==> src/rtl/fifo_pkg.sv <==
// Shared helpers for the dual-clock FIFO pointer stages: Gray/binary conversion
// and the depth constant derived from the address width.
package fifo_pkg;

  function automatic logic [31:0] bin2gray(input logic [31:0] b);
    return b ^ (b >> 1);
  endfunction

  // Zero-extended Gray codes convert correctly because the upper bits stay 0.
  function automatic logic [31:0] gray2bin(input logic [31:0] g);
    logic [31:0] b;
    b[31] = g[31];
    for (int i = 30; i >= 0; i--) begin
      b[i] = b[i+1] ^ g[i];
    end
    return b;
  endfunction

  function automatic int unsigned depth(input int unsigned aw);
    return 32'd1 << aw;
  endfunction

endpackage

==> src/rtl/bg_transf.sv <==
// Combinational binary-to-Gray and Gray-to-binary converter pair, shared in
// form with the read-side pointer stage.
module bg_transf
  import fifo_pkg::*;
#(
  parameter int unsigned W = 4
) (
  input  logic [W-1:0] bin_val,
  output logic [W-1:0] gray_of_bin,
  input  logic [W-1:0] gray_val,
  output logic [W-1:0] bin_of_gray
);

  assign gray_of_bin = W'(bin2gray(32'(bin_val)));
  assign bin_of_gray = W'(gray2bin(32'(gray_val)));

endmodule

==> src/rtl/gray_sync.sv <==
// Multi-flop synchroniser for a Gray-coded pointer crossing into this clock
// domain; every stage clears asynchronously.
module gray_sync #(
  parameter int unsigned W      = 4,
  parameter int unsigned STAGES = 2
) (
  input  logic         clk,
  input  logic         rst,
  input  logic [W-1:0] d,
  output logic [W-1:0] q
);

  logic [W-1:0] chain [STAGES];

  always_ff @(posedge clk or posedge rst) begin
    if (rst) begin
      for (int i = 0; i < int'(STAGES); i++) begin
        chain[i] <= '0;
      end
    end else begin
      chain[0] <= d;
      for (int i = 1; i < int'(STAGES); i++) begin
        chain[i] <= chain[i-1];
      end
    end
  end

  assign q = chain[STAGES-1];

endmodule

==> src/rtl/wr_pntrs_and_full.sv <==
// Write-domain half of the dual-clock FIFO: binary/Gray write pointer,
// read-pointer synchroniser, registered full flag, almost-full and fill level.
module wr_pntrs_and_full
  import fifo_pkg::*;
#(
  parameter int unsigned AWIDTH          = 3,
  parameter int unsigned ALMOST_FULL_LVL = 6,
  parameter int unsigned SYNC_STAGES     = 2
) (
  input  logic              wr_clk_i,
  input  logic              aclr_i,
  input  logic              wr_req_i,
  input  logic [AWIDTH:0]   rd_pntr_gray_i,
  output logic [AWIDTH-1:0] wr_pntr_o,
  output logic [AWIDTH:0]   wr_pntr_gray_rd_o,
  output logic              wr_full_o,
  output logic              wr_almost_full_o,
  output logic [AWIDTH:0]   wr_usedw_o
);

  localparam int unsigned DEPTH = depth(AWIDTH);
  localparam logic [AWIDTH:0] AF_LVL =
    (AWIDTH+1)'((ALMOST_FULL_LVL > DEPTH) ? DEPTH : ALMOST_FULL_LVL);

  logic [AWIDTH:0] wr_pntr_bin;
  logic [AWIDTH:0] wr_pntr_bin_next;
  logic [AWIDTH:0] wr_pntr_gray_next;
  logic [AWIDTH:0] rd_gray_s;
  logic [AWIDTH:0] rd_bin_s;
  logic [AWIDTH:0] full_match;
  logic            full_next;

  gray_sync #(
    .W      (AWIDTH + 1),
    .STAGES (SYNC_STAGES)
  ) u_rd_sync (
    .clk (wr_clk_i),
    .rst (aclr_i),
    .d   (rd_pntr_gray_i),
    .q   (rd_gray_s)
  );

  bg_transf #(
    .W (AWIDTH + 1)
  ) u_bg (
    .bin_val     (wr_pntr_bin_next),
    .gray_of_bin (wr_pntr_gray_next),
    .gray_val    (rd_gray_s),
    .bin_of_gray (rd_bin_s)
  );

  // Writes are judged only against the registered full flag, so a write is
  // never accepted into a full FIFO even if a read is in flight.
  assign wr_pntr_bin_next = wr_pntr_bin + (AWIDTH+1)'(wr_req_i & ~wr_full_o);

  // A full FIFO's write pointer equals the read pointer one lap ahead, which
  // in Gray code flips the two top bits.
  assign full_match = {~rd_gray_s[AWIDTH:AWIDTH-1], rd_gray_s[AWIDTH-2:0]};
  assign full_next  = (wr_pntr_gray_next == full_match);

  always_ff @(posedge wr_clk_i or posedge aclr_i) begin
    if (aclr_i) begin
      wr_pntr_bin       <= '0;
      wr_pntr_gray_rd_o <= '0;
      wr_full_o         <= 1'b0;
    end else begin
      wr_pntr_bin       <= wr_pntr_bin_next;
      wr_pntr_gray_rd_o <= wr_pntr_gray_next;
      wr_full_o         <= full_next;
    end
  end

  assign wr_pntr_o        = wr_pntr_bin[AWIDTH-1:0];
  assign wr_usedw_o       = wr_pntr_bin - rd_bin_s;
  assign wr_almost_full_o = (wr_usedw_o >= AF_LVL);

endmodule

==> config.mk <==
export PLATFORM = sky130hd
export DESIGN_NAME = wr_pntrs_and_full
export DESIGN_NICKNAME = d
export VERILOG_FILES = /design/src/rtl/fifo_pkg.sv /design/src/rtl/bg_transf.sv /design/src/rtl/gray_sync.sv /design/src/rtl/wr_pntrs_and_full.sv
export SDC_FILE = /design/constraint.sdc
export NUM_CORES = 1
export LEC_CHECK = 0
export ABC_AREA = 1
export CAP_MARGIN = 20
export CELL_PAD_IN_SITES_DETAIL_PLACEMENT = 0
export CELL_PAD_IN_SITES_GLOBAL_PLACEMENT = 1
export CORE_MARGIN = 5
export CORE_UTILIZATION = 39
export DETAILED_ROUTE_END_ITERATION = 7
export HOLD_SLACK_MARGIN = 0.06
export PLACE_DENSITY_LB_ADDON = 0.1
export SLEW_MARGIN = 10
export SYNTH_ARGS = -nofsm -noshare
export SYNTH_HDL_FRONTEND = slang
export SYNTH_HIERARCHICAL = 1
export SYNTH_SLANG_ARGS = --single-unit
==> constraint.sdc <==
create_clock -name wr_clk_i -period 4.01 [get_ports wr_clk_i]
set_clock_uncertainty 0.15 [all_clocks]
set_input_delay 0.401 -clock wr_clk_i [delete_from_list [all_inputs] [get_ports wr_clk_i]]
set_output_delay 0.401 -clock wr_clk_i [all_outputs]
set_load 0.1 [all_outputs]
==> results of run 1 <==
[final cells by class]
class	count	area [sq um]	area share, %
flip-flops and latches	17	425	40.8
multi-input cells	45	315	30.2
repair buffers	19	178	17.0
inverters	17	63.8	6.12
well taps	28	35.0	3.36
clock buffers	4	26.3	2.52
[sequential cells by signal, summed over array words and instances (netlist names)]
name and cells:
wr_full_o 1, u_rd_sync/chain 4, wr_pntr_bin 4, wr_pntr_gray_rd_o 4, u_rd_sync/q 4
[path summary, 6_finish.rpt]
check                                        to  slack (ps)  cells after the start
setup / recovery               wr_almost_full_o        1120                     11
hold / removal                   u_rd_sync/q[1]         210                      0
setup reg to reg                      wr_full_o        2090                      8
hold reg to reg                  u_rd_sync/q[1]         210                      0
max in group asynchronous  wr_pntr_gray_rd_o[3]        3230                      2
min in group asynchronous    u_rd_sync/chain[6]         230                      2
[worst max-delay path, stage by stage, from the launching register on]
cell     delay, ps
dfrtp_1        440
inv_1           80
nand2_1        120
nand3_2        110
nand3_2         70
nand2_1         60
ha_1           200
fa_1           410
xnor2_2        160
nand2_1         60
nand3_1         80
buf_4          290
[per-stage QoR]
stage	util, %	cells	setup WS, ps	instance area [sq um]	hold WS, ps
floorplan	-	88	313	872	66.7
global placement	46.9	126	1470	1020	185
detailed placement	46.9	126	1420	1020	186
CTS	48.1	130	1090	1040	214
global route	48.1	130	925	1040	222
finish	48.1	130	1120	1040	210
[synth_stat cells]
library cell   n  area [sq um]
nand3_1        7          35.0
xnor2_1        3          26.3
nand2_1       16          60.1
buf_4          9          67.6
inv_1         17          63.8
xor2_1         7          61.3
fa_1           1          20.0
a21oi_1        1          5.00
ha_1           5          62.6
nand3_2        3          30.0
nor2_1         2          7.51
dfrtp_1       17           425
[placed cells by master, fill, tap and decap left out, types with 2 or more instances in the layout]
cell type,netlist,final
clkdlybuf4s50_1,0,14
xnor2_1,3,2
ha_1,5,5
buf_4,9,5
nand2_1,16,16
inv_1,17,17
xor2_1,7,7
nand3_2,3,3
nor2_1,2,2
nand3_1,7,7
dfrtp_1,17,17
clkbuf_4,0,3
[routing by layer]
layer | GRT usage [%] | routed length, microns
met4 | 1.99 | 0
met5 | 0 | 0
met2 | 15.7 | 677
met1 | 9.62 | 506
met3 | 4.30 | 96
[kinds of logic (layout without fill, tap and decap cells)]
kind of cell	count (synthesis)	after routing	synth area share, %
AOI/OAI and AO/OA	1	1	0.578
adders and majority gates	6	6	9.55
and+or+nand+nor	28	28	15.3
DFF	17	17	49.2
buffers and inverters	26	40	15.2
xor gates and xnor gates	10	10	10.1
==> impl_metrics.ini, run 1 <==
[global_route]
grt_max_degree = 10
grt_pass1_vias = 514
overflow = 0
grt_pass1_wl_microns = 2190
antenna_found_initial = 0
grtUsageTotal_pct = 8.89

[sta]
post-route-period-util_pct = 72.1
max_freq_ghz = 0.346
slew_viol_final = 0
fin_tns_setup_ps = 0
finalSetupViolCount = 0
max_slew_margin_pct = 35.4
timing.final.hold_violations = 0
period_needed_ps = 2890
worst_slew_pin_slew_ps = 966
rsz0062_at_grt = no

[worst_setup_path]
critical_path_arrival_ps = 2340
cp_max_fo = 6
required_ps = 3460
startpoint_type = flop
cp-startpoint = u_rd_sync/q[3]
cp-end-kind = primary output
rr_startpoint = wr_full_o
crit_type = flop to primary output

[drt]
vias = 557
wl_microns = 1280
drt_iter0_markers = 5
drc = 0
via_per_inst = 4.28
ant_nets = 0
drt-pass1-iter-count = 2
wl_per_cell_microns = 9.85

[die]
io_pins = 20
core_sq_um = 2170
die-area_sq_um = 3260
fp.dieW_microns = 57.1
die_h_microns = 57.1
num_rows = 17
start_util_pct = 39.9

[clock_network]
cts_root_buf = clkbuf_4
cts_hold_buf = 0
numCtsBuffers = 3
clk_pin_slew_ps = 80
clk_path_buf_depth = 2
cts_resized = 0
cts_tree = yes
htreeDepth = 1
cts_setup_buffers = 0
worstSkewPairLatency_ps = 270
cts_sinks = 17

[status]
status = complete, no violations

[placement]
place_hpwl_microns = 1110
port_buffers = 19
gp_congestion = 0.676

[logic_synthesis]
ys_seq_area_share_pct = 49.2
syn_area_per_cell_sq_um = 9.82
yosysWarnings = 6
syn_area_sq_um = 865
synthesis.nets = 101
synth_seq_cells = 17
netlist_instances = 88
yosysUniqueCellTypes = 12

[hold_path]
hp-start = u_rd_sync/chain[5]
hold_class = flop to flop

[final_layout]
synthToLayoutAreaGrowth_pct = 20.7
nets = 116
antennaDiodeCount = 0
drive_gt1_share_pct = 11.8
fillCellCount = 216

[run]
drv_cap = 0
Power of run 1 is left out: the tool's default activity adds up to more than one toggle a clock period on the data nets, which glitch-free logic cannot reach.
==> inputs of run 2 (changes only) <==
CORE_UTILIZATION = 36   (was 39)
clock period = 2.78 ns   (was 4.01 ns; I/O delays follow)
==> impl_metrics.ini, run 2 (synthesis results as in run 1) <==
[sta]
worst_slew_pin_slew_ps = 389
finalSetupViolCount = 0
period_needed_ps = 2700
slew_viol_final = 0
max_slew_margin_pct = 74.0
post-route-period-util_pct = 97.1
hold_slack_ps = 90.6
max_freq_ghz = 0.370
timing.final.hold_violations = 0

[drt]
via_per_inst = 4.39
wl_per_cell_microns = 12.0
wl_microns = 1580
vias = 575
drc = 0
drt_iter0_markers = 5
ant_nets = 0
drt-pass1-iter-count = 4

[final_layout]
nets = 117
fillCellCount = 217
final_cell_mix = dfrtp_1 (15), inv_1 (13), nand2_1 (10), buf_4 (10), xor2_1 (7)
final_common_cell = dfrtp_1
drive_gt1_share_pct = 38.8
layout.area.seq_sq_um = 428
synthToLayoutAreaGrowth_pct = 36.8
finish.utilization_pct = 52.4
multiInputGateArea_sq_um = 404
antennaDiodeCount = 0

[worst_setup_path]
critical_path_arrival_ps = 2270
crit_type = flop to primary output
startpoint_type = flop
cp-startpoint = u_rd_sync/q[3]
cp_max_fo = 6
rrSetupSlack_ps = 730
cp-end-kind = primary output
r2r-end = wr_full_o
required_ps = 2350
rr_startpoint = wr_full_o
crit_end = wr_almost_full_o
r2r_cells = 8

[global_route]
grt_max_degree = 11
overflow = 0
grtUsageTotal_pct = 9.72
antenna_found_initial = 0
grt_pass1_vias = 573
grt_pass1_wl_microns = 2460

[clock_network]
clk_path_buf_depth = 2
numCtsBuffers = 3
htreeDepth = 1
cts_hold_buf = 0
cts_root_buf = clkbuf_4
cts_tree = yes
cts_sinks = 17
worstSkewPairLatency_ps = 290
clk_pin_slew_ps = 100

[run]
drv_cap = 0

[die]
die_h_microns = 59.0
die-area_sq_um = 3480
fp.dieW_microns = 59.0
core_sq_um = 2250
io_pins = 20
start_util_pct = 38.3
num_rows = 17

[placement]
place_hpwl_microns = 1310
port_buffers = 19
gp_congestion = 0.876

[status]
status = complete, no violations

[hold_path]
hold_class = input port to async pin
## run 2: metrics by stage
stage	worst slack, ps	instances	TNS, ps	cell area, sq um
2_1_floorplan	-69.3	88	-69.3	940
5_1_grt	-5.07	131	-5.07	1180
3_3_place_gp	282	126	0	1110
6_report	80.8	131	0	1180
3_5_place_dp	259	126	0	1110
4_1_cts	12.8	130	0	1140
## run 2: timing repair
item | in CTS | in global routing
endpoints found under the setup margin | 1 | 1
pin swaps | 0 | 5
hold endpoints to repair | 0 | 0
setup buffers | 0 | 1
resized for setup | 2 | 7
## run 2: how the worst min path moves through the flow
stage	start	endpoint	slack [ps]
2_1_floorplan	aclr_i	u_rd_sync/chain[4]	-60
3_3_place_gp	u_rd_sync/chain[4]	u_rd_sync/q[0]	180
3_5_place_dp	u_rd_sync/chain[4]	u_rd_sync/q[0]	190
4_1_cts	aclr_i	u_rd_sync/chain[6]	90
5_1_grt	aclr_i	u_rd_sync/chain[7]	110
6_report	aclr_i	u_rd_sync/chain[6]	90
## run 2: cell type report
type	instances	area share [%]
clock buffer	3	1.90
clock inverter	1	0.423
timing repair buffer	20	18.2
sequential	17	36.2
tap	28	2.96
multi-input combinational	45	34.2
inverter	17	6.14
## run 2: worst max-delay path, stage by stage, from the launching register on
cell and delay, ps:
dfrtp_2 490, nand2_2 130, nand3_2 90, nand3_2 90
nand2_2 50, ha_2 180, fa_2 550, clkinvlp_4 90
nand2_2 80, nand3_4 70, buf_12 170
## run 2: routing by layer
| layer | wire length [microns] | vias to the layer above | share of wire, % | track usage, % |
|---|---|---|---|---|
| met5 | 0 | - | 0 | 0 |
| met4 | 27 | 0 | 1.7 | 4.85 |
| met3 | 95 | 4 | 6.0 | 3.27 |
| met2 | 835 | 15 | 53 | 16.6 |
| met1 | 620 | 269 | 39 | 10.7 |
| li1 | - | 287 | - | - |
Power of run 2 is left out for the same reason.
